==> src/rtl/reg_mon_pkg.sv <==
// reg_mon_pkg: shared helpers for reg_change_monitor.
// Contents:
//   MAX_CH     - largest supported channel count. Helpers operate on vectors
//                zero-extended to this width.
//   MAX_IDX_W  - index width for MAX_CH channels.
//   CNT_OUT_W  - width of a popcount result over MAX_CH bits.
//   lowest_set - index of the lowest set bit. Returns 0 for an all-zero vector.
//   popcount   - number of set bits.
// Because a package cannot see a module parameter, IDX_W = $clog2(N_CH) is
// declared in the top module.
package reg_mon_pkg;

  localparam int unsigned MAX_CH    = 64;
  localparam int unsigned MAX_IDX_W = 6;
  localparam int unsigned CNT_OUT_W = 7;

  function automatic logic [MAX_IDX_W-1:0] lowest_set(input logic [MAX_CH-1:0] v);
    logic [MAX_IDX_W-1:0] idx;
    idx = '0;
    // Scan from the top down so that the lowest set bit is written last.
    for (int unsigned i = MAX_CH; i > 0; i--) begin
      if (v[i-1]) idx = MAX_IDX_W'(i - 1);
    end
    return idx;
  endfunction

  function automatic logic [CNT_OUT_W-1:0] popcount(input logic [MAX_CH-1:0] v);
    logic [CNT_OUT_W-1:0] n;
    n = '0;
    for (int unsigned i = 0; i < MAX_CH; i++) begin
      n = n + CNT_OUT_W'(v[i]);
    end
    return n;
  endfunction

endpackage

==> src/rtl/reg_mon_channel.sv <==
// reg_mon_channel: per-channel state for the change monitor.
// Each instance holds the previous word, a hold counter and a sticky bit.
// Ports:
//   clk, reset_n - clock and asynchronous active-low reset
//   data_in      - current word for this channel
//   sample_en    - compare this word and update prev in this cycle
//   sticky       - a change sets the sticky bit
//   clear        - synchronous clear; also reloads prev
//   primed       - global primed flag (registered in the top module)
//   chg          - change detected this cycle (combinational, registered by the top)
//   flag         - highlight: hold counter nonzero or sticky bit set
module reg_mon_channel #(
  parameter int unsigned DATA_W      = 32,
  parameter int unsigned HOLD_W      = 16,
  parameter int unsigned HOLD_CYCLES = 16'hFFFF,
  parameter bit          IGNORE      = 1'b0
) (
  input  logic              clk,
  input  logic              reset_n,
  input  logic [DATA_W-1:0] data_in,
  input  logic              sample_en,
  input  logic              sticky,
  input  logic              clear,
  input  logic              primed,
  output logic              chg,
  output logic              flag
);

  logic [DATA_W-1:0] prev_q,   prev_d;
  logic [HOLD_W-1:0] cnt_q,    cnt_d;
  logic              sticky_q, sticky_d;

  always_comb begin
    chg      = 1'b0;
    prev_d   = prev_q;
    cnt_d    = cnt_q;
    sticky_d = sticky_q;

    if (cnt_q != '0) cnt_d = cnt_q - 1'b1;

    if (clear) begin
      prev_d   = data_in;
      cnt_d    = '0;
      sticky_d = 1'b0;
    end else begin
      chg = primed && sample_en && !IGNORE && (data_in != prev_q);
      if (sample_en) prev_d = data_in;
      if (chg) begin
        cnt_d = HOLD_W'(HOLD_CYCLES);
        if (sticky) sticky_d = 1'b1;
      end
    end
  end

  always_ff @(posedge clk or negedge reset_n) begin
    if (!reset_n) begin
      prev_q   <= '0;
      cnt_q    <= '0;
      sticky_q <= 1'b0;
    end else begin
      prev_q   <= prev_d;
      cnt_q    <= cnt_d;
      sticky_q <= sticky_d;
    end
  end

  assign flag = (cnt_q != '0) | sticky_q;

endmodule

==> src/rtl/reg_change_monitor.sv <==
// reg_change_monitor: watches N_CH data words and flags each word that changes.
// A flag is held for HOLD_CYCLES cycles, or latched until clear when sticky is set.
// Ports:
//   clk, reset_n  - clock and asynchronous active-low reset
//   data_in       - channel i is at bits [i*DATA_W +: DATA_W]
//   sample_en     - 1 = compare and update in this cycle
//   sticky        - 1 = latch flags until clear
//   clear         - synchronous clear of flags, counters and statistics
//   changed_mask  - highlight flag per channel
//   change_pulse  - one-cycle strobe per detected change
//   last_ch       - lowest index among the most recent set of changes
//   last_valid    - last_ch holds a valid index
//   change_count  - saturating count of channel-change events
module reg_change_monitor
  import reg_mon_pkg::*;
#(
  parameter int unsigned        N_CH        = 32,
  parameter int unsigned        DATA_W      = 32,
  parameter int unsigned        HOLD_W      = 16,
  parameter int unsigned        HOLD_CYCLES = 16'hFFFF,
  parameter int unsigned        CNT_W       = 16,
  parameter logic [N_CH-1:0]    IGNORE_MASK = N_CH'(1),
  localparam int unsigned       IDX_W       = $clog2(N_CH)
) (
  input  logic                   clk,
  input  logic                   reset_n,
  input  logic [N_CH*DATA_W-1:0] data_in,
  input  logic                   sample_en,
  input  logic                   sticky,
  input  logic                   clear,
  output logic [N_CH-1:0]        changed_mask,
  output logic [N_CH-1:0]        change_pulse,
  output logic [IDX_W-1:0]       last_ch,
  output logic                   last_valid,
  output logic [CNT_W-1:0]       change_count
);

  // The accumulator is wide enough that count plus a full-width popcount never wraps.
  localparam int unsigned SUM_W = ((CNT_W > CNT_OUT_W) ? CNT_W : CNT_OUT_W) + 1;

  logic [N_CH-1:0]  chg_vec;
  logic [N_CH-1:0]  flag_vec;

  logic             primed_q,     primed_d;
  logic [N_CH-1:0]  pulse_q,      pulse_d;
  logic [IDX_W-1:0] last_ch_q,    last_ch_d;
  logic             last_valid_q, last_valid_d;
  logic [CNT_W-1:0] count_q,      count_d;
  logic [SUM_W-1:0] sum;

  for (genvar i = 0; i < N_CH; i++) begin : g_ch
    reg_mon_channel #(
      .DATA_W      (DATA_W),
      .HOLD_W      (HOLD_W),
      .HOLD_CYCLES (HOLD_CYCLES),
      .IGNORE      (IGNORE_MASK[i])
    ) u_ch (
      .clk       (clk),
      .reset_n   (reset_n),
      .data_in   (data_in[i*DATA_W +: DATA_W]),
      .sample_en (sample_en),
      .sticky    (sticky),
      .clear     (clear),
      .primed    (primed_q),
      .chg       (chg_vec[i]),
      .flag      (flag_vec[i])
    );
  end

  always_comb begin
    primed_d     = primed_q | sample_en | clear;
    pulse_d      = chg_vec;
    last_ch_d    = last_ch_q;
    last_valid_d = last_valid_q;
    sum          = SUM_W'(count_q) + SUM_W'(popcount(MAX_CH'(chg_vec)));
    count_d      = (sum > SUM_W'({CNT_W{1'b1}})) ? '1 : sum[CNT_W-1:0];

    if (|chg_vec) begin
      last_ch_d    = IDX_W'(lowest_set(MAX_CH'(chg_vec)));
      last_valid_d = 1'b1;
    end

    // The channels already suppress chg during clear. Zero everything explicitly anyway.
    if (clear) begin
      pulse_d      = '0;
      last_ch_d    = '0;
      last_valid_d = 1'b0;
      count_d      = '0;
    end
  end

  always_ff @(posedge clk or negedge reset_n) begin
    if (!reset_n) begin
      primed_q     <= 1'b0;
      pulse_q      <= '0;
      last_ch_q    <= '0;
      last_valid_q <= 1'b0;
      count_q      <= '0;
    end else begin
      primed_q     <= primed_d;
      pulse_q      <= pulse_d;
      last_ch_q    <= last_ch_d;
      last_valid_q <= last_valid_d;
      count_q      <= count_d;
    end
  end

  assign changed_mask = flag_vec;
  assign change_pulse = pulse_q;
  assign last_ch      = last_ch_q;
  assign last_valid   = last_valid_q;
  assign change_count = count_q;

endmodule

==> config.mk <==
export PLATFORM = sky130hd
export DESIGN_NAME = reg_change_monitor
export DESIGN_NICKNAME = d
export VERILOG_FILES = /design/src/rtl/reg_mon_pkg.sv /design/src/rtl/reg_mon_channel.sv /design/src/rtl/reg_change_monitor.sv
export SDC_FILE = /design/constraint.sdc
export NUM_CORES = 2
export LEC_CHECK = 0
export ABC_AREA = 1
export BUFFER_PORTS_ARGS = -buffer_cell sky130_fd_sc_hd__buf_2
export CAP_MARGIN = 20
export CELL_PAD_IN_SITES_DETAIL_PLACEMENT = 2
export CELL_PAD_IN_SITES_GLOBAL_PLACEMENT = 2
export CORE_MARGIN = 3
export CORE_UTILIZATION = 36
export CTS_CLUSTER_DIAMETER = 120
export DETAILED_ROUTE_END_ITERATION = 8
export PLACE_DENSITY_LB_ADDON = 0.25
export SYNTH_ARGS = -nofsm -noshare
export SYNTH_HDL_FRONTEND = slang
export SYNTH_HIERARCHICAL = 1
export SYNTH_SLANG_ARGS = --single-unit
export TNS_END_PERCENT = 100
==> constraint.sdc <==
create_clock -name clk -period 8 [get_ports clk]
set_input_delay 1.2 -clock clk [delete_from_list [all_inputs] [get_ports clk]]
set_output_delay 1.2 -clock clk [all_outputs]
set_load 0.03 [all_outputs]
==> impl_metrics.csv <==
group,metric,value,unit
outcome,status,"completed",
clocking,cts_setup_buffers,0,
synthesis,ys_seq_area_frac,0.4573,
sta,fin_tns_setup,0,ns
drt,routedWlPerCell,19.36,um
clocking,cts_tree,"built",
drt,drtAntennaViolNets,0,
finish,layout.nets,12020,
floorplanning,start_util,0.3637,
finish,fin_cells,14330,
floorplanning,ios,1115,
sta,finalClockSkew,0.04321,ns
power,vdd_drop_max,0.2370,mV
power,power_leakage,48.36,nW
drt,drtPass1Iterations,5,
drt,routed_via_density,4.865,
power,pwr-share-seq,0.407,
worst_setup_path,worstSetupPathType,"flop to flop",
global_route,grt_pass1_vias,80320,
worst_setup_path,cpMostUsedCell,"fa_1",
clocking,cts_max_level,4,
run,cap_violations,0,
drt,drt_iter0_drc,2664,
synthesis,synth_fp_nets,10840,
worst_setup_path,arrival,8.06,ns
finish,fillers,26300,
worst_hold_path,hp-class,"primary input to async pin",
sta,period_minus_slack,7.328,ns
drt,drt_wl_total,277.5,mm
place,place_area,0.09609,mm^2
synthesis,synth_area_per_cell,8.935,um^2
synthesis,synthCells,9738,
sta,hold_viol,0,
synthesis,async_reset_ff_frac,1.000,
global_route,grt_max_degree,146,
worst_setup_path,crit_slowest_cell,"dfrtp_4",
clocking,numCtsBuffers,196,
clocking,path_clk_slew,0.06,ns
floorplanning,dieArea,0.2476,mm^2
worst_setup_path,max_stage_delay,0.79,ns
synthesis,synth.ff_latch_count,1590,
global_route,globalRouteOverflowTotal,0,
sta,fmax,0.1365,GHz
clocking,cts.path.max_buffers,3,
floorplanning,design.core.area,0.2392,mm^2
synthesis,syn_area,0.08700,mm^2
sta,slew_headroom,0.2897,
synthesis,ys.flop_type,"dfrtp_1",
worst_setup_path,end_kind,"flop",
sta,setup_viol,0,
power,internal_power,16.14,mW
place,dp_hpwl,204.0,mm
drt,dr_total_vias,69730,
power,pwr-share-comb,0.188,
synthesis,yosys_warnings,6,
sta,period_share,0.9160,
synthesis,synth-edff-count,0,
floorplanning,row_count,179,
power,switching_share,0.2940,
worst_setup_path,start_kind,"flop",
clocking,cts-resized-gates,0,
global_route,grt_usage,0.2216,
synthesis,yosysUniqueCellTypes,41,
clocking,cts_hold_buf,0,
global_route,grt_pass1_wl,443.3,mm
worst_setup_path,worstPathRequired,8.73,ns
worst_setup_path,crit_fanout,20,
power,p_switching,6.723,mW
clocking,cts.sinks,1590,
sta,rsz0062_at_grt,"false",
floorplanning,die_x,497.6,um
place,place_congestion,0.8026,
finish,fin_area,0.1033,mm^2
floorplanning,die_y,497.6,um
global_route,antenna_found_initial,153,
power,p_per_area,221.4,mW/mm^2
place,io_buffers,1082,
finish,final_layout_size_suffix_gt1_frac,0.2679,
sta,drv_slew,0,
sta,tightestPinTransition,1.063,ns
place,dp.cells,13880,
clocking,insertion_delay,0.84,ns
power,clockPowerShare,0.405,
clocking,cts_root_buf,"clkbuf_16",
finish,area_growth,18.72,%
drt,drc_errors,0,
-- metal layers --
metal / global-route usage / wire [um] / vias to the layer above / share of wire
li1: - / - / 33080 / -
met3: 0.04988 / 12310 / 558 / 0.044
met1: 0.2484 / 109200 / 34990 / 0.39
met2: 0.4039 / 143600 / 990 / 0.52
met5: 0 / 790 / - / 0.0028
met4: 0.08935 / 11590 / 122 / 0.042
-- critical path: cells and delay by family (launching register included) --
kind                       cells  cell delay [ns]
DFF                            1             0.79
AOI/OAI and AO/OA              4             0.58
adders and majority gates      8             3.53
buffers and inverters          5             0.90
and+or+nand+nor                9             1.43
-- layout make-up --
cell class | instances | area, um^2 | area share
tap | 3167 | 3963 | 0.03836
inverter | 888 | 3348 | 0.03242
clock buffer | 303 | 5962 | 0.05772
multi-input combinational | 7035 | 42560 | 0.4120
sequential | 1590 | 39790 | 0.3852
clock inverter | 57 | 732.0 | 0.007086
antenna | 83 | 207.7 | 0.002011
timing repair buffer | 1209 | 6728 | 0.06513
-- power by group through the flow --
| stage | registers, mW | clock network (mW) | logic, mW |
|---|---|---|---|
| floorplan | 9.33 | 0 | 2.90 |
| global placement | 9.37 | 0 | 4.03 |
| detailed placement | 9.45 | 0 | 4.30 |
| CTS | 9.31 | 9.59 | 4.38 |
| global route | 9.41 | 9.91 | 4.91 |
| finish | 9.31 | 9.25 | 4.30 |
-- through the flow --
stage / utilization / hold WS (ns) / setup WS [ns] / power, mW
after floorplan: - / 0.4414 / 1.117 / 12.23
after global placement: 0.4017 / 0.4559 / 0.09048 / 13.39
after detailed placement: 0.4017 / 0.4578 / -0.1302 / 13.75
after CTS: 0.4297 / 0.3765 / 0.2600 / 23.28
after global routing: 0.4315 / 0.4019 / 0.2112 / 24.23
final: 0.4318 / 0.4038 / 0.6718 / 22.87
-- placed cells by master, fill, tap and decap left out, types with 3 or more instances in the layout --
cell and count:
clkbuf_1 46, buf_2 1079, clkinv_8 3, ha_1 47
nand3_2 42, inv_1 874, a21oi_1 423, xor2_1 225
nand2_1 2420, clkbuf_16 200, inv_16 3, fa_1 26
nand2_2 34, nand3_1 214, mux2_2 713, bufinv_16 14
clkbuf_8 57, buf_4 102, or2_2 33, buf_12 24
nor2_1 849, nand4_1 87, nand2_4 93, inv_2 11
nor2_4 89, nor2_2 427, o21ai_1 10, diode_2 83
clkinv_2 33, dfrtp_1 1589, xnor2_1 874, o21ai_0 310
nor3_1 106
-- synthesized netlist by cell type (4+ instances only) --
| cell | count | area (um^2) |
|---|---|---|
| a21oi_1 | 423 | 2117 |
| buf_1 | 4 | 15.01 |
| buf_12 | 31 | 620.6 |
| buf_2 | 125 | 625.6 |
| clkbuf_1 | 64 | 240.2 |
| dfrtp_1 | 1590 | 39790 |
| fa_1 | 26 | 520.5 |
| ha_1 | 47 | 588.1 |
| inv_1 | 874 | 3281 |
| inv_2 | 11 | 41.29 |
| mux2_2 | 713 | 8029 |
| nand2_1 | 2420 | 9084 |
| nand2_2 | 34 | 212.7 |
| nand2_4 | 93 | 1047 |
| nand3_1 | 214 | 1071 |
| nand3_2 | 42 | 420.4 |
| nand4_1 | 87 | 544.3 |
| nor2_1 | 880 | 3303 |
| nor2_2 | 420 | 2628 |
| nor2_4 | 65 | 732.0 |
| nor3_1 | 106 | 530.5 |
| o21ai_0 | 310 | 1551 |
| o21ai_1 | 10 | 50.05 |
| or2_2 | 33 | 206.5 |
| xnor2_1 | 874 | 7655 |
| xor2_1 | 225 | 1971 |
-- path summary, 6_finish.rpt --
check,cells past startpoint,slack [ns],startpoint,to
worst max-delay path,26,0.67,primed_q,change_count[3]
worst min-delay path,1,0.40,reset_n,g_ch[11].u_ch/prev_q[5]
worst max register to register,26,0.67,primed_q,change_count[3]
worst min register to register,2,0.47,g_ch[16].u_ch/sticky_q,g_ch[16].u_ch/sticky_q
max in group asynchronous,3,5.67,reset_n,g_ch[28].u_ch/prev_q[19]
min in group clk,2,0.47,g_ch[16].u_ch/sticky_q,g_ch[16].u_ch/sticky_q
-- sequential cells by signal, summed over array words and instances (netlist names) --
register,count
change_pulse,32
change_count,16
last_ch,5
g_ch.u_ch/prev_q,992
last_valid,1
g_ch.u_ch/cnt_q,512
primed_q,1
g_ch.u_ch/sticky_q,31
-- logic make-up (layout without fill, tap and decap cells) --
kind of cell / after synthesis / in the layout / synth area share
adders and majority gates: 73 / 73 / 0.01274
muxes: 713 / 713 / 0.09228
other: 1 / 84 / 0.00004310
DFF: 1590 / 1590 / 0.4573
buffers and inverters: 1113 / 2457 / 0.05583
and+or+nand+nor: 4399 / 4399 / 0.2277
AOI/OAI and AO/OA: 750 / 750 / 0.04342
xor gates and xnor gates: 1099 / 1099 / 0.1106
No activity file was read; power rests on OpenSTA's default activity.
